===== src/rtl/pdm_pkg.sv =====
// Shared definitions for the multi-channel PDM DAC.
//   ORDER_1 / ORDER_2 : legal loop orders
//   pdm_state_e       : modulator FSM states (IDLE, RUN)
//   sat_w / sat_hit   : clamp a wide signed sum to a W-bit signed range and
//                       report whether the clamp engaged
package pdm_pkg;

  localparam int ORDER_1  = 1;
  localparam int ORDER_2  = 2;
  localparam int SAT_MAXW = 64;

  typedef enum logic {
    IDLE = 1'b0,
    RUN  = 1'b1
  } pdm_state_e;

  function automatic logic signed [SAT_MAXW-1:0] sat_max(input int w);
    return (64'sd1 <<< (w - 1)) - 64'sd1;
  endfunction

  function automatic logic signed [SAT_MAXW-1:0] sat_min(input int w);
    return -(64'sd1 <<< (w - 1));
  endfunction

  // Saturating result; callers truncate to W bits.
  function automatic logic signed [SAT_MAXW-1:0] sat_w(input logic signed [SAT_MAXW-1:0] v,
                                                       input int w);
    if (v > sat_max(w)) return sat_max(w);
    if (v < sat_min(w)) return sat_min(w);
    return v;
  endfunction

  function automatic logic sat_hit(input logic signed [SAT_MAXW-1:0] v, input int w);
    return (v > sat_max(w)) || (v < sat_min(w));
  endfunction

endpackage


===== src/rtl/pdm_chan_mod.sv =====
// One channel of the sigma-delta loop: integrators, quantiser, sticky
// overload flag. State only moves on tick_i; clr_i zeroes everything.
//   clk, rst   : clock, async active-low reset
//   tick_i     : modulator update strobe
//   clr_i      : hold loop in its cleared state (idle / idle entry)
//   dith_i     : +1 LSB added to the first integrator sum
//   x_i        : signed sample (offset removed)
//   q_o        : registered PDM bit
//   ovf_o      : sticky saturation flag
module pdm_chan_mod
  import pdm_pkg::*;
#(
  parameter int NBITS     = 16,
  parameter int ACC_GUARD = 2,
  parameter int ORDER     = 1
) (
  input  logic                    clk,
  input  logic                    rst,
  input  logic                    tick_i,
  input  logic                    clr_i,
  input  logic                    dith_i,
  input  logic signed [NBITS-1:0] x_i,
  output logic                    q_o,
  output logic                    ovf_o
);

  localparam int W    = NBITS + ACC_GUARD;
  localparam int SW   = W + 2;   // headroom so sums never wrap before clamping
  localparam int FS_I = 2 ** (NBITS - 1);
  localparam logic signed [SW-1:0] FS_P = SW'(FS_I);

  logic signed [W-1:0]  acc1_q, acc1_d, acc2_q, acc2_d;
  logic signed [SW-1:0] fb, sum1, sum2;
  logic                 q, hit1, hit2;
  logic                 q_q, ovf_q;

  always_comb begin
    // quantise on the pre-update state of the last integrator
    q    = (ORDER == ORDER_2) ? ~acc2_q[W-1] : ~acc1_q[W-1];
    fb   = q ? FS_P : -FS_P;
    sum1 = SW'(acc1_q) + SW'(x_i) - fb + $signed(SW'(dith_i));
    acc1_d = W'(sat_w(SAT_MAXW'(sum1), W));
    hit1   = sat_hit(SAT_MAXW'(sum1), W);
    sum2   = '0;
    acc2_d = '0;
    hit2   = 1'b0;
    if (ORDER == ORDER_2) begin
      sum2   = SW'(acc2_q) + SW'(acc1_d) - fb;
      acc2_d = W'(sat_w(SAT_MAXW'(sum2), W));
      hit2   = sat_hit(SAT_MAXW'(sum2), W);
    end
  end

  always_ff @(posedge clk or negedge rst) begin
    if (!rst) begin
      acc1_q <= '0;
      acc2_q <= '0;
      q_q    <= 1'b0;
      ovf_q  <= 1'b0;
    end else if (clr_i) begin
      acc1_q <= '0;
      acc2_q <= '0;
      q_q    <= 1'b0;
      ovf_q  <= 1'b0;
    end else if (tick_i) begin
      acc1_q <= acc1_d;
      acc2_q <= acc2_d;
      q_q    <= q;
      ovf_q  <= ovf_q | hit1 | hit2;
    end
  end

  assign q_o   = q_q;
  assign ovf_o = ovf_q;

endmodule


===== src/rtl/pdm_multi.sv =====
// NCH-channel PDM DAC with shared update divider, IDLE/RUN control,
// one-deep pending + active sample buffering and per-channel sigma-delta
// loops of order 1 or 2.
// Optional feature macro PDM_DITHER_EN: 16-bit LFSR dither (+1 LSB on acc1).
//   clk, rst   : clock, async active-low reset
//   en         : run enable (leaving RUN waits for the next tick)
//   samp_valid : input frame valid; samp_ready : frame accepted
//   din        : NCH offset-binary samples, channel c at [c*NBITS +: NBITS]
//   dout       : PDM bitstreams
//   tick       : one-cycle modulator update strobe
//   overload   : sticky per-channel saturation flags
module pdm_multi
  import pdm_pkg::*;
#(
  parameter int NBITS      = 16,
  parameter int NCH        = 2,
  parameter int DIV_FACTOR = 3,
  parameter int ORDER      = 1,
  parameter int ACC_GUARD  = 2
) (
  input  logic                  clk,
  input  logic                  rst,
  input  logic                  en,
  input  logic                  samp_valid,
  output logic                  samp_ready,
  input  logic [NCH*NBITS-1:0]  din,
  output logic [NCH-1:0]        dout,
  output logic                  tick,
  output logic [NCH-1:0]        overload
);

  if (ORDER != ORDER_1 && ORDER != ORDER_2) begin : g_bad_order
    $error("pdm_multi: ORDER must be 1 or 2");
  end

  localparam int CW = (DIV_FACTOR < 2) ? 1 : $clog2(DIV_FACTOR + 1);
  localparam logic [CW-1:0] CNT_TOP = CW'(DIV_FACTOR);
  localparam logic [CW-1:0] CNT_ONE = CW'(1);

  pdm_state_e            state_q, state_d;
  logic [CW-1:0]         cnt_q, cnt_d;
  logic [NCH*NBITS-1:0]  pend_q, pend_d, act_q, act_d;
  logic                  pend_full_q, pend_full_d;
  logic                  run, leave, clr, accept, dith;

  // ---- FSM: state register
  always_ff @(posedge clk or negedge rst) begin
    if (!rst) state_q <= IDLE;
    else      state_q <= state_d;
  end

  // ---- FSM: next state (RUN only exits on a tick)
  always_comb begin
    state_d = state_q;
    case (state_q)
      IDLE:    if (en) state_d = RUN;
      RUN:     if (tick && !en) state_d = IDLE;
      default: state_d = IDLE;
    endcase
  end

  // ---- FSM: outputs
  always_comb begin
    run        = (state_q == RUN);
    tick       = run && (cnt_q == CNT_TOP);
    samp_ready = run && (!pend_full_q || tick);
    leave      = tick && !en;
    clr        = !run || leave;
  end

  assign accept = samp_valid && samp_ready;

  // ---- divider
  always_comb begin
    cnt_d = cnt_q + CNT_ONE;
    if (!run || tick) cnt_d = CNT_ONE;
  end

  // ---- buffers: on a tick the pending frame (or, with pending empty, a
  // frame accepted in the same cycle) becomes active; otherwise active repeats.
  always_comb begin
    act_d       = act_q;
    pend_d      = pend_q;
    pend_full_d = pend_full_q;
    if (tick) begin
      if (pend_full_q)  act_d = pend_q;
      else if (accept)  act_d = din;
    end
    if (leave) begin
      pend_full_d = 1'b0;
    end else if (accept && !(tick && !pend_full_q)) begin
      pend_d      = din;
      pend_full_d = 1'b1;
    end else if (tick) begin
      pend_full_d = 1'b0;
    end
  end

  always_ff @(posedge clk or negedge rst) begin
    if (!rst) begin
      cnt_q       <= CNT_ONE;
      pend_q      <= '0;
      pend_full_q <= 1'b0;
      act_q       <= '0;
    end else begin
      cnt_q       <= cnt_d;
      pend_q      <= pend_d;
      pend_full_q <= pend_full_d;
      act_q       <= act_d;
    end
  end

`ifdef PDM_DITHER_EN
  logic [15:0] lfsr_q;
  // x^16 + x^14 + x^13 + x^11 + 1, Fibonacci form
  always_ff @(posedge clk or negedge rst) begin
    if (!rst)      lfsr_q <= 16'hACE1;
    else if (tick) lfsr_q <= {lfsr_q[14:0], lfsr_q[15] ^ lfsr_q[13] ^ lfsr_q[12] ^ lfsr_q[10]};
  end
  assign dith = lfsr_q[0];
`else
  assign dith = 1'b0;
`endif

  // ---- channels: the loop sees the frame that becomes active at this tick
  for (genvar g = 0; g < NCH; g++) begin : g_ch
    logic signed [NBITS-1:0] x;
    assign x = $signed({~act_d[g*NBITS+NBITS-1], act_d[g*NBITS +: NBITS-1]});

    pdm_chan_mod #(
      .NBITS    (NBITS),
      .ACC_GUARD(ACC_GUARD),
      .ORDER    (ORDER)
    ) u_ch (
      .clk   (clk),
      .rst   (rst),
      .tick_i(tick),
      .clr_i (clr),
      .dith_i(dith),
      .x_i   (x),
      .q_o   (dout[g]),
      .ovf_o (overload[g])
    );
  end

endmodule

===== config.mk =====
export PLATFORM = sky130hd
export DESIGN_NAME = pdm_multi
export DESIGN_NICKNAME = d
export VERILOG_FILES = /design/src/rtl/pdm_pkg.sv /design/src/rtl/pdm_chan_mod.sv /design/src/rtl/pdm_multi.sv
export SDC_FILE = /design/constraint.sdc
export NUM_CORES = 1
export LEC_CHECK = 0
export ABC_AREA = 1
export BUFFER_PORTS_ARGS = -buffer_cell sky130_fd_sc_hd__buf_2
export CELL_PAD_IN_SITES_DETAIL_PLACEMENT = 0
export CELL_PAD_IN_SITES_GLOBAL_PLACEMENT = 1
export CORE_ASPECT_RATIO = 0.7
export CORE_MARGIN = 2
export CORE_UTILIZATION = 30
export CTS_CLUSTER_DIAMETER = 30
export DETAILED_ROUTE_END_ITERATION = 12
export PLACE_DENSITY = 0.59
export SLEW_MARGIN = 20
export SYNTH_ARGS = -nofsm -noshare
export SYNTH_HDL_FRONTEND = slang
export SYNTH_HIERARCHICAL = 1
export SYNTH_SLANG_ARGS = --single-unit

===== constraint.sdc =====
create_clock -name clk -period 12.9 [get_ports clk]
set_input_delay 1.935 -clock clk [delete_from_list [all_inputs] [get_ports clk]]
set_output_delay 1.935 -clock clk [all_outputs]
set_load 0.05 [all_outputs]

# Yosys cells after proc, flatten, opt, wreduce, memory -nomap -nowiden
# Index checks and enable logic that the tools add are counted.
# totals
reg_bits	108
output_inout_bits	6
wordCells	85
# op_classes
add_sub_neg	5
order_cmp	4
n_eq_ne	1
n_mux	38
n_bitwise	8
reduce_logical	18
# ops
cell	n
2-to-1 mux 18 bit	12
2-to-1 mux 32 bit	3
> comparator 20 x 18 -> 1 bit (second input constant)	2
less-than comparator 20 x 18 -> 1 bit (second input constant)	2
2-to-1 mux 20 bit	2
subtractor 19 x 20 -> 20 bit	2
adder 18 x 16 -> 19 bit	2
2-to-1 mux 1 bit	19
logical AND 1 bit	6
inverter 1 bit	6
logical OR 1 bit	5
zero test 1 bit	4
nonzero test 3 bit	1
adder 2 x 1 -> 2 bit (second input constant)	1
== test 2 bit (second input constant)	1
2-to-1 mux 2 bit	1
bitwise OR 1 bit	2
case mux 1 bit (2 select lines)	1
AND reduction 2 bit	1
nonzero test 2 bit	1

# Longest topological paths before layout
# Gate-level depths: netlist (run 1).
# logic_depth
word_depth	18
depth_mapped	42
mapped_depth_nobuf	40

# Hierarchy
# The synthesis (run 1) kept the hierarchy.
# modules_own_cells
module	instances	cells_per_inst	area_per_inst_um2	seq_area_each_um2
pdm_multi	1	443	3377.0	1702.9
pdm_chan_mod (g_ch[0].u_ch)	1	429	2831.5	500.5
pdm_chan_mod (g_ch[1].u_ch)	1	429	2824.0	500.5

# Least setup slack after synthesis (run 1)
# OpenSTA, ideal clock, no wires.
# synth_path
path_type	input -> register
from	input port samp_valid
to	register g_ch[0].u_ch.acc1_q[8]
setup_time_ns	0.116
arrival_ns	6.373
required_time_ns	12.784
slack_ns	6.410
path_stages	39
n_path_buf	3
cell_sequence	buf_2 -> buf_2 -> a31oi_1 -> nor2_1 -> nor2_1 -> ha_1 -> inv_1 -> fa_1 -> inv_1 -> nand2_1 -> nand2_1 -> nand3_1 -> nand2_1 -> nand2_2 -> nand2_1 -> a21oi_1 -> o21ai_0 -> nand3_1 -> [... 3 more ...] -> nand2_1 -> a22oi_1 -> ha_1 -> ha_1 -> inv_1 -> nor3_1 -> o21ai_0 -> nand2_1 -> a21oi_1 -> nand3_1 -> nand2_2 -> inv_2 -> nand2_4 -> buf_12 -> nand2_2 -> nand2_1 -> nand2_1 -> nand2_1
# synth_between
elab_cells_between_ends	17
# synth_rtl
element	line	text
start: declaration	pdm_multi.sv:24	input logic samp_valid,
logical AND 1 bit *	pdm_multi.sv:71	assign accept = samp_valid && samp_ready;
2-to-1 mux 32 bit *	pdm_multi.sv:87	else if (accept) act_d = din;
2-to-1 mux 32 bit *	pdm_multi.sv:86	if (pend_full_q) act_d = pend_q;
2-to-1 mux 32 bit *	pdm_multi.sv:85	if (tick) begin
net act_d[0]	pdm_multi.sv:42	logic [NCH*NBITS-1:0] pend_q, pend_d, act_q, act_d;
adder 18 x 16 -> 19 bit *	pdm_chan_mod.sv:41	sum1 = SW'(acc1_q) + SW'(x_i) - fb + $signed(SW'(dith_i));
subtractor 19 x 20 -> 20 bit *	pdm_chan_mod.sv:41	
less-than comparator 20 x 18 -> 1 bit	pdm_pkg.sv:29	if (v < sat_min(w)) return sat_min(w);
2-to-1 mux 1 bit (2 in series)	pdm_pkg.sv:29	
2-to-1 mux 18 bit	pdm_pkg.sv:30	return v;
2-to-1 mux 18 bit *	pdm_pkg.sv:29	
2-to-1 mux 18 bit *	pdm_chan_mod.sv:65	end else if (tick_i) begin
2-to-1 mux 18 bit *	pdm_chan_mod.sv:60	end else if (clr_i) begin
end signal: assignment	pdm_chan_mod.sv:56	acc1_q <= '0;
end signal: assignment	pdm_chan_mod.sv:61	acc1_q <= '0;
end signal: assignment	pdm_chan_mod.sv:66	acc1_q <= acc1_d;
end: declaration	pdm_chan_mod.sv:32	logic signed [W-1:0] acc1_q, acc1_d, acc2_q, acc2_d;
# The timed path passes the listed nets; every way through them passes the cells marked *. The select of a mux whose other input is x is not followed.
# A chain may end at the register's enable or synchronous reset.

# Worst setup path after layout (run 1)
# layout_path
from	input port samp_valid
to	register g_ch[0].u_ch.acc1_q[1]
# The elaborated chain is that of the path after synthesis.

==> results of run 1 <==
## through the flow
stage	util, %	setup WS (ns)	instances	cell area, µm²
after floorplan	-	6.41	1302	9040
after global placement	32.0	4.50	1697	9540
after detailed placement	32.0	4.39	1697	9540
after CTS	33.0	4.74	1713	9850
after global routing	33.0	3.97	1713	9850
final	33.0	4.80	1713	9850
## cell type report
class                           instances  area, µm²
Fill cell                            3244      20000
Multi-Input combinational cell        983       5430
Sequential cell                       108       2710
Inverter                              170        643
Tap cell                              385        482
Timing Repair Buffer                   51        283
Clock buffer                           10        239
Clock inverter                          6       68.8
## cell families (layout without fill, tap and decap cells)
| family | Yosys count | after routing |
|---|---|---|
| xor gates and xnor gates | 52 | 52 |
| buffers and inverters | 211 | 237 |
| AOI/OAI and AO/OA | 142 | 142 |
| and+or+nand+nor | 706 | 706 |
| adders and majority gates | 81 | 81 |
| other | 1 | 2 |
| DFF | 108 | 108 |
## sequential cells by signal (all words and copies together) (netlist names), named ones only
register,cells
g_ch.u_ch/q_o,2
run,1
pend_q,32
g_ch.u_ch/ovf_o,2
cnt_q,2
g_ch.u_ch/acc1_q,36
act_q,30
pend_full_q,1
## worst max-delay path: cells and delay by family
family | cells | cell delay (ns)
compound gates | 7 | 1.11
fa+ha+maj | 4 | 1.26
buf+inv | 6 | 1.55
simple gates | 21 | 2.43
## path summary, 6_finish.rpt
| check | startpoint | end |
|---|---|---|
| worst max-delay path | samp_valid | g_ch[0].u_ch/acc1_q[1] |
| worst min-delay path | pend_q[30] | pend_q[30] |
| worst max register to register | cnt_q[0] | g_ch[0].u_ch/acc1_q[1] |
| worst min register to register | pend_q[30] | pend_q[30] |
| max in group asynchronous | rst | pend_full_q |
| min in group asynchronous | rst | pend_q[17] |
## cell usage after synthesis (8+ instances only)
| library cell | instances | area, µm² |
|---|---|---|
| nand4_1 | 41 | 257 |
| a21oi_1 | 51 | 255 |
| buf_2 | 21 | 105 |
| a31oi_1 | 40 | 250 |
| xor2_1 | 42 | 368 |
| o21ai_0 | 24 | 120 |
| nand3_2 | 10 | 100 |
| nand2_1 | 428 | 1610 |
| inv_2 | 11 | 41.3 |
| xnor2_1 | 10 | 87.6 |
| inv_1 | 157 | 589 |
| dfrtp_1 | 107 | 2680 |
| ha_1 | 79 | 988 |
| nor3_1 | 8 | 40.0 |
| nor2_1 | 122 | 458 |
| nand3_1 | 33 | 165 |
| nand2_2 | 44 | 275 |
## routing by layer
layer / share of wire, % / up-vias / wire (µm) / global-route usage (%)
met5: 0 / - / 0 / 0
met4: 0.87 / 0 / 216 / 2.85
met3: 3.0 / 13 / 737 / 2.34
met2: 38 / 84 / 9500 / 23.4
met1: 58 / 3505 / 14500 / 26.5
li1: - / 4190 / - / -
==> out/metrics.cfg, run 1 <==
[synthesis]
synth_top_family_by_area=simple AND/OR/NAND/NOR gates
synth_cell_types=50
synth_area_per_cell_um2=6.94
yosys.area_share.adder_pct=11.4
synth_mux_area_share_pct=0
syn_inst=1301
async_flop_share_pct=100
synth-edff-count=0
synth-xor-area-share_pct=5.04
syn_area_um2=9030
yosysSeqAreaShare_pct=29.9
yosys_warnings=6
yosys.area_share.simple_pct=34.2
synth_compound_area_share_pct=9.39
ys_ff_latch=108
synthFlopType=dfrtp_1

[cts]
path_clk_slew_ns=0.08
postCtsSetupBuffers=0
cts_htree_levels=3
cts-buffers-inserted=9
ctsRootBufferMaster=clkbuf_16
hold_buffers=0
insertion_delay_ns=0.36
cts.sinks=108
cts_buffer_depth=2
cts_tree=built
cts_resized=0

[cells_and_area]
final_cell_mix=nand2_1 (428), inv_1 (157), nor2_1 (121), dfrtp_1 (106), ha_1 (79)
layout.cells.most_common=nand2_1
area_delta_synth_final_pct=9.05
nets=1440
antenna_cells=0
layout-drive-gt1-share_pct=12.0

[floorplan]
start_util_pct=30.3
ios=42
die_y_um=149
rows=53
core_um2=29800
die_area_um2=31500
fp.dieW_um=211

[critical_path]
reg2regPathDepth=37
critPathSlowestCell=buf_2
cp-end-kind=flip-flop
ff2ff_setup_slack_ns=6.59
crit_required_ns=13.14
worst_path_most_repeated_cell=nand2_1
critPathMaxFanout=34
path_class=input port to flip-flop
cp.arrival_ns=8.35
start_kind=input port
slowest_delay_ns=0.47

[placed_design]
numPortBuffers=41
place.gp.congestion=0.821
place_hpwl_mm=18.2

[sta]
holdWs_ns=0.475
setup_viol=0
timing.final.crit_share_pct=62.8
clock.fmax_mhz=123
drv_slew=0
rsz0062_at_grt=false
fin_crit_ns=8.10
finClkSkew_ns=0.0105
relSlewSlack_pct=33.0
worst_pin_slew_ns=1.00
hold_viol_final=0
fin_tns_setup_ns=0

[worst_hold_path]
hold_class=flip-flop to flip-flop
holdPathStages=2

[detailed_routing]
dr.pass1.iters=5
final_antenna_net_count=0
wirelength_mm=24.9
drc_errors=0
dr.first_iter.drc_count=512
num_vias=7792
routed_via_density=4.55
wl_per_cell_um=14.5

[grt]
grt_max_degree=65
grt_pass1_vias=7652
grt_pass1_wl_mm=41.6
antenna_found_initial=0
grtUsageTotal_pct=16.6
grt_overflow_total=0

[status]
status=complete, no violations

[run]
maxCapViolations=0

Power of run 1 is not shown: default switching activity piles up to over one toggle a cycle in this logic, so the estimate is an artifact.
==> inputs of run 2 (changes only) <==
--- a/config.mk
+++ b/config.mk
@@ -14,7 +14,7 @@
 export CORE_UTILIZATION = 30
 export CTS_CLUSTER_DIAMETER = 30
 export DETAILED_ROUTE_END_ITERATION = 12
-export PLACE_DENSITY = 0.59
+export PLACE_DENSITY = 0.61
 export SLEW_MARGIN = 20
 export SYNTH_ARGS = -nofsm -noshare
 export SYNTH_HDL_FRONTEND = slang
==> constraint.sdc (replaced) <==
create_clock -name clk -period 7.1 [get_ports clk]
set_input_delay 1.065 -clock clk [delete_from_list [all_inputs] [get_ports clk]]
set_output_delay 1.065 -clock clk [all_outputs]
set_load 0.05 [all_outputs]
==> out/metrics.cfg, run 2 (synthesis results as in run 1) <==
[detailed_routing]
final_antenna_net_count=0
wl_per_cell_um=14.4
routed_via_density=4.56
dr.pass1.iters=5
wirelength_mm=24.7
num_vias=7827
drc_errors=0
dr.first_iter.drc_count=549

[grt]
grt_overflow_total=0
grt_util_met3_pct=2.29
grt_pass1_vias=7613
grt_max_degree=61
grt_pass1_wl_mm=40.9
grt_busiest_layer=met1
grt_use_met1_pct=25.3
grtUsageTotal_pct=16.4
grt_use_met2_pct=24.3
antenna_found_initial=0

[cts]
hold_buffers=0
cts-buffers-inserted=9
path_clk_slew_ns=0.07
cts.sinks=108
cts_htree_levels=3
cts_tree=built
insertion_delay_ns=0.36
cts_buffer_depth=2
ctsRootBufferMaster=clkbuf_16

[sta]
clock.fmax_mhz=158
rsz0062_at_grt=false
relSlewSlack_pct=44.5
worst_pin_slew_ns=0.832
drv_slew=0
fin_crit_ns=6.33
layout_setup_ws_ns=0.766
hold_viol_final=0
finClkSkew_ns=0.0105
timing.final.crit_share_pct=89.2
setup_viol=0
fin_tns_setup_ns=0

[floorplan]
fp.dieW_um=211
ios=42
die_y_um=149
core_um2=29800
start_util_pct=30.3
die_area_um2=31500
rows=53

[worst_hold_path]
hold_class=flip-flop to flip-flop
holdPathStages=2
min_to=pend_q[9]
hold_start=pend_q[9]

[cells_and_area]
final_util_pct=33.1
layout.cells.most_common=nand2_1
final_cell_mix=nand2_1 (428), inv_1 (157), nor2_1 (122), dfrtp_1 (106), ha_1 (79)
multiInputGateArea_um2=5430
final_area_um2=9880
layout-drive-gt1-share_pct=11.9
nFillCells=3275
nets=1443
top_register=g_ch.u_ch/acc1_q
ff_latch_area_um2=2710
antenna_cells=0
biggestRegsByFlops=g_ch.u_ch/acc1_q (36), pend_q (32), act_q (30)
largest_reg_flops=36
area_delta_synth_final_pct=9.35

[placed_design]
place_area_um2=9570
place_hpwl_mm=18.2
numPortBuffers=41
place.gp.congestion=0.805
pre_cts_ws_ns=0.291

[critical_path]
crit_required_ns=7.40
slowest_delay_ns=0.37
worst_path_most_repeated_cell=nand2_1
cp.arrival_ns=6.63
cp-end-kind=flip-flop
critPathSlowestCell=ha_1
path_class=input port to flip-flop
reg2regPathDepth=40
ff2ff_setup_slack_ns=0.93
r2r-end=g_ch[1].u_ch/acc1_q[16]
start_kind=input port
critPathMaxFanout=25
r2r_start=cnt_q[0]

[status]
status=complete, no violations

[run]
maxCapViolations=0

[run 2: cell count changes in the layout (fill, tap and decap cells not counted)]
cell	delta
clkbuf_8	+1
inv_6	-3
buf_12	+1
clkbuf_1	+3
clkinvlp_4	-1
nor2_1	+1
buf_4	+1
nor2_2	-1
buf_6	+1
[run 2: worst max-delay path, delay by kind of cell]
family	cells	cell delay [ns]
AOI/OAI and AO/OA	7	0.90
buffers and inverters	6	0.83
and+or+nand+nor	23	2.52
adders and majority gates	4	1.26
[run 2: what timing repair did]
| action | 4_1_cts | 5_1_grt |
|---|---|---|
| gates resized for setup | 0 | 1 |
| setup buffers | 0 | 0 |
| setup endpoints to repair | 0 | 14 |
[run 2: area by class of cell]
type / count / share of cell area, %
Clock buffer: 14 / 2.67
Clock inverter: 2 / 0.355
Inverter: 170 / 6.51
Multi-Input combinational cell: 983 / 54.9
Sequential cell: 108 / 27.4
Tap cell: 385 / 4.88
Timing Repair Buffer: 54 / 3.26
[run 2: worst max path at each step]
stage	from	endpoint	slack, ns	depth (start not counted)
2_1_floorplan	samp_valid	g_ch[0].u_ch/acc1_q[8]	1.48	39
3_3_place_gp	samp_valid	g_ch[1].u_ch/acc1_q[4]	0.36	37
3_5_place_dp	samp_valid	g_ch[1].u_ch/ovf_o	0.29	38
4_1_cts	samp_valid	g_ch[1].u_ch/ovf_o	0.67	38
5_1_grt	samp_valid	g_ch[1].u_ch/acc1_q[16]	0.007	40
6_report	samp_valid	g_ch[1].u_ch/acc1_q[16]	0.77	40
[run 2: layer usage]
layer	vias up	wire, µm	share of wire [%]
li1	4202	-	-
met1	3532	13800	56
met2	83	10200	41
met3	10	487	2.0
met4	0	171	0.69
met5	-	0	0
[run 2: per-stage QoR]
step | hold WS (ns) | std cells
finish | 0.474 | 1716
CTS | 0.477 | 1716
detailed placement | 0.459 | 1700
global placement | 0.456 | 1700
floorplan | 0.442 | 1302
global route | 0.491 | 1716
Power of run 2 is left out for the same reason.
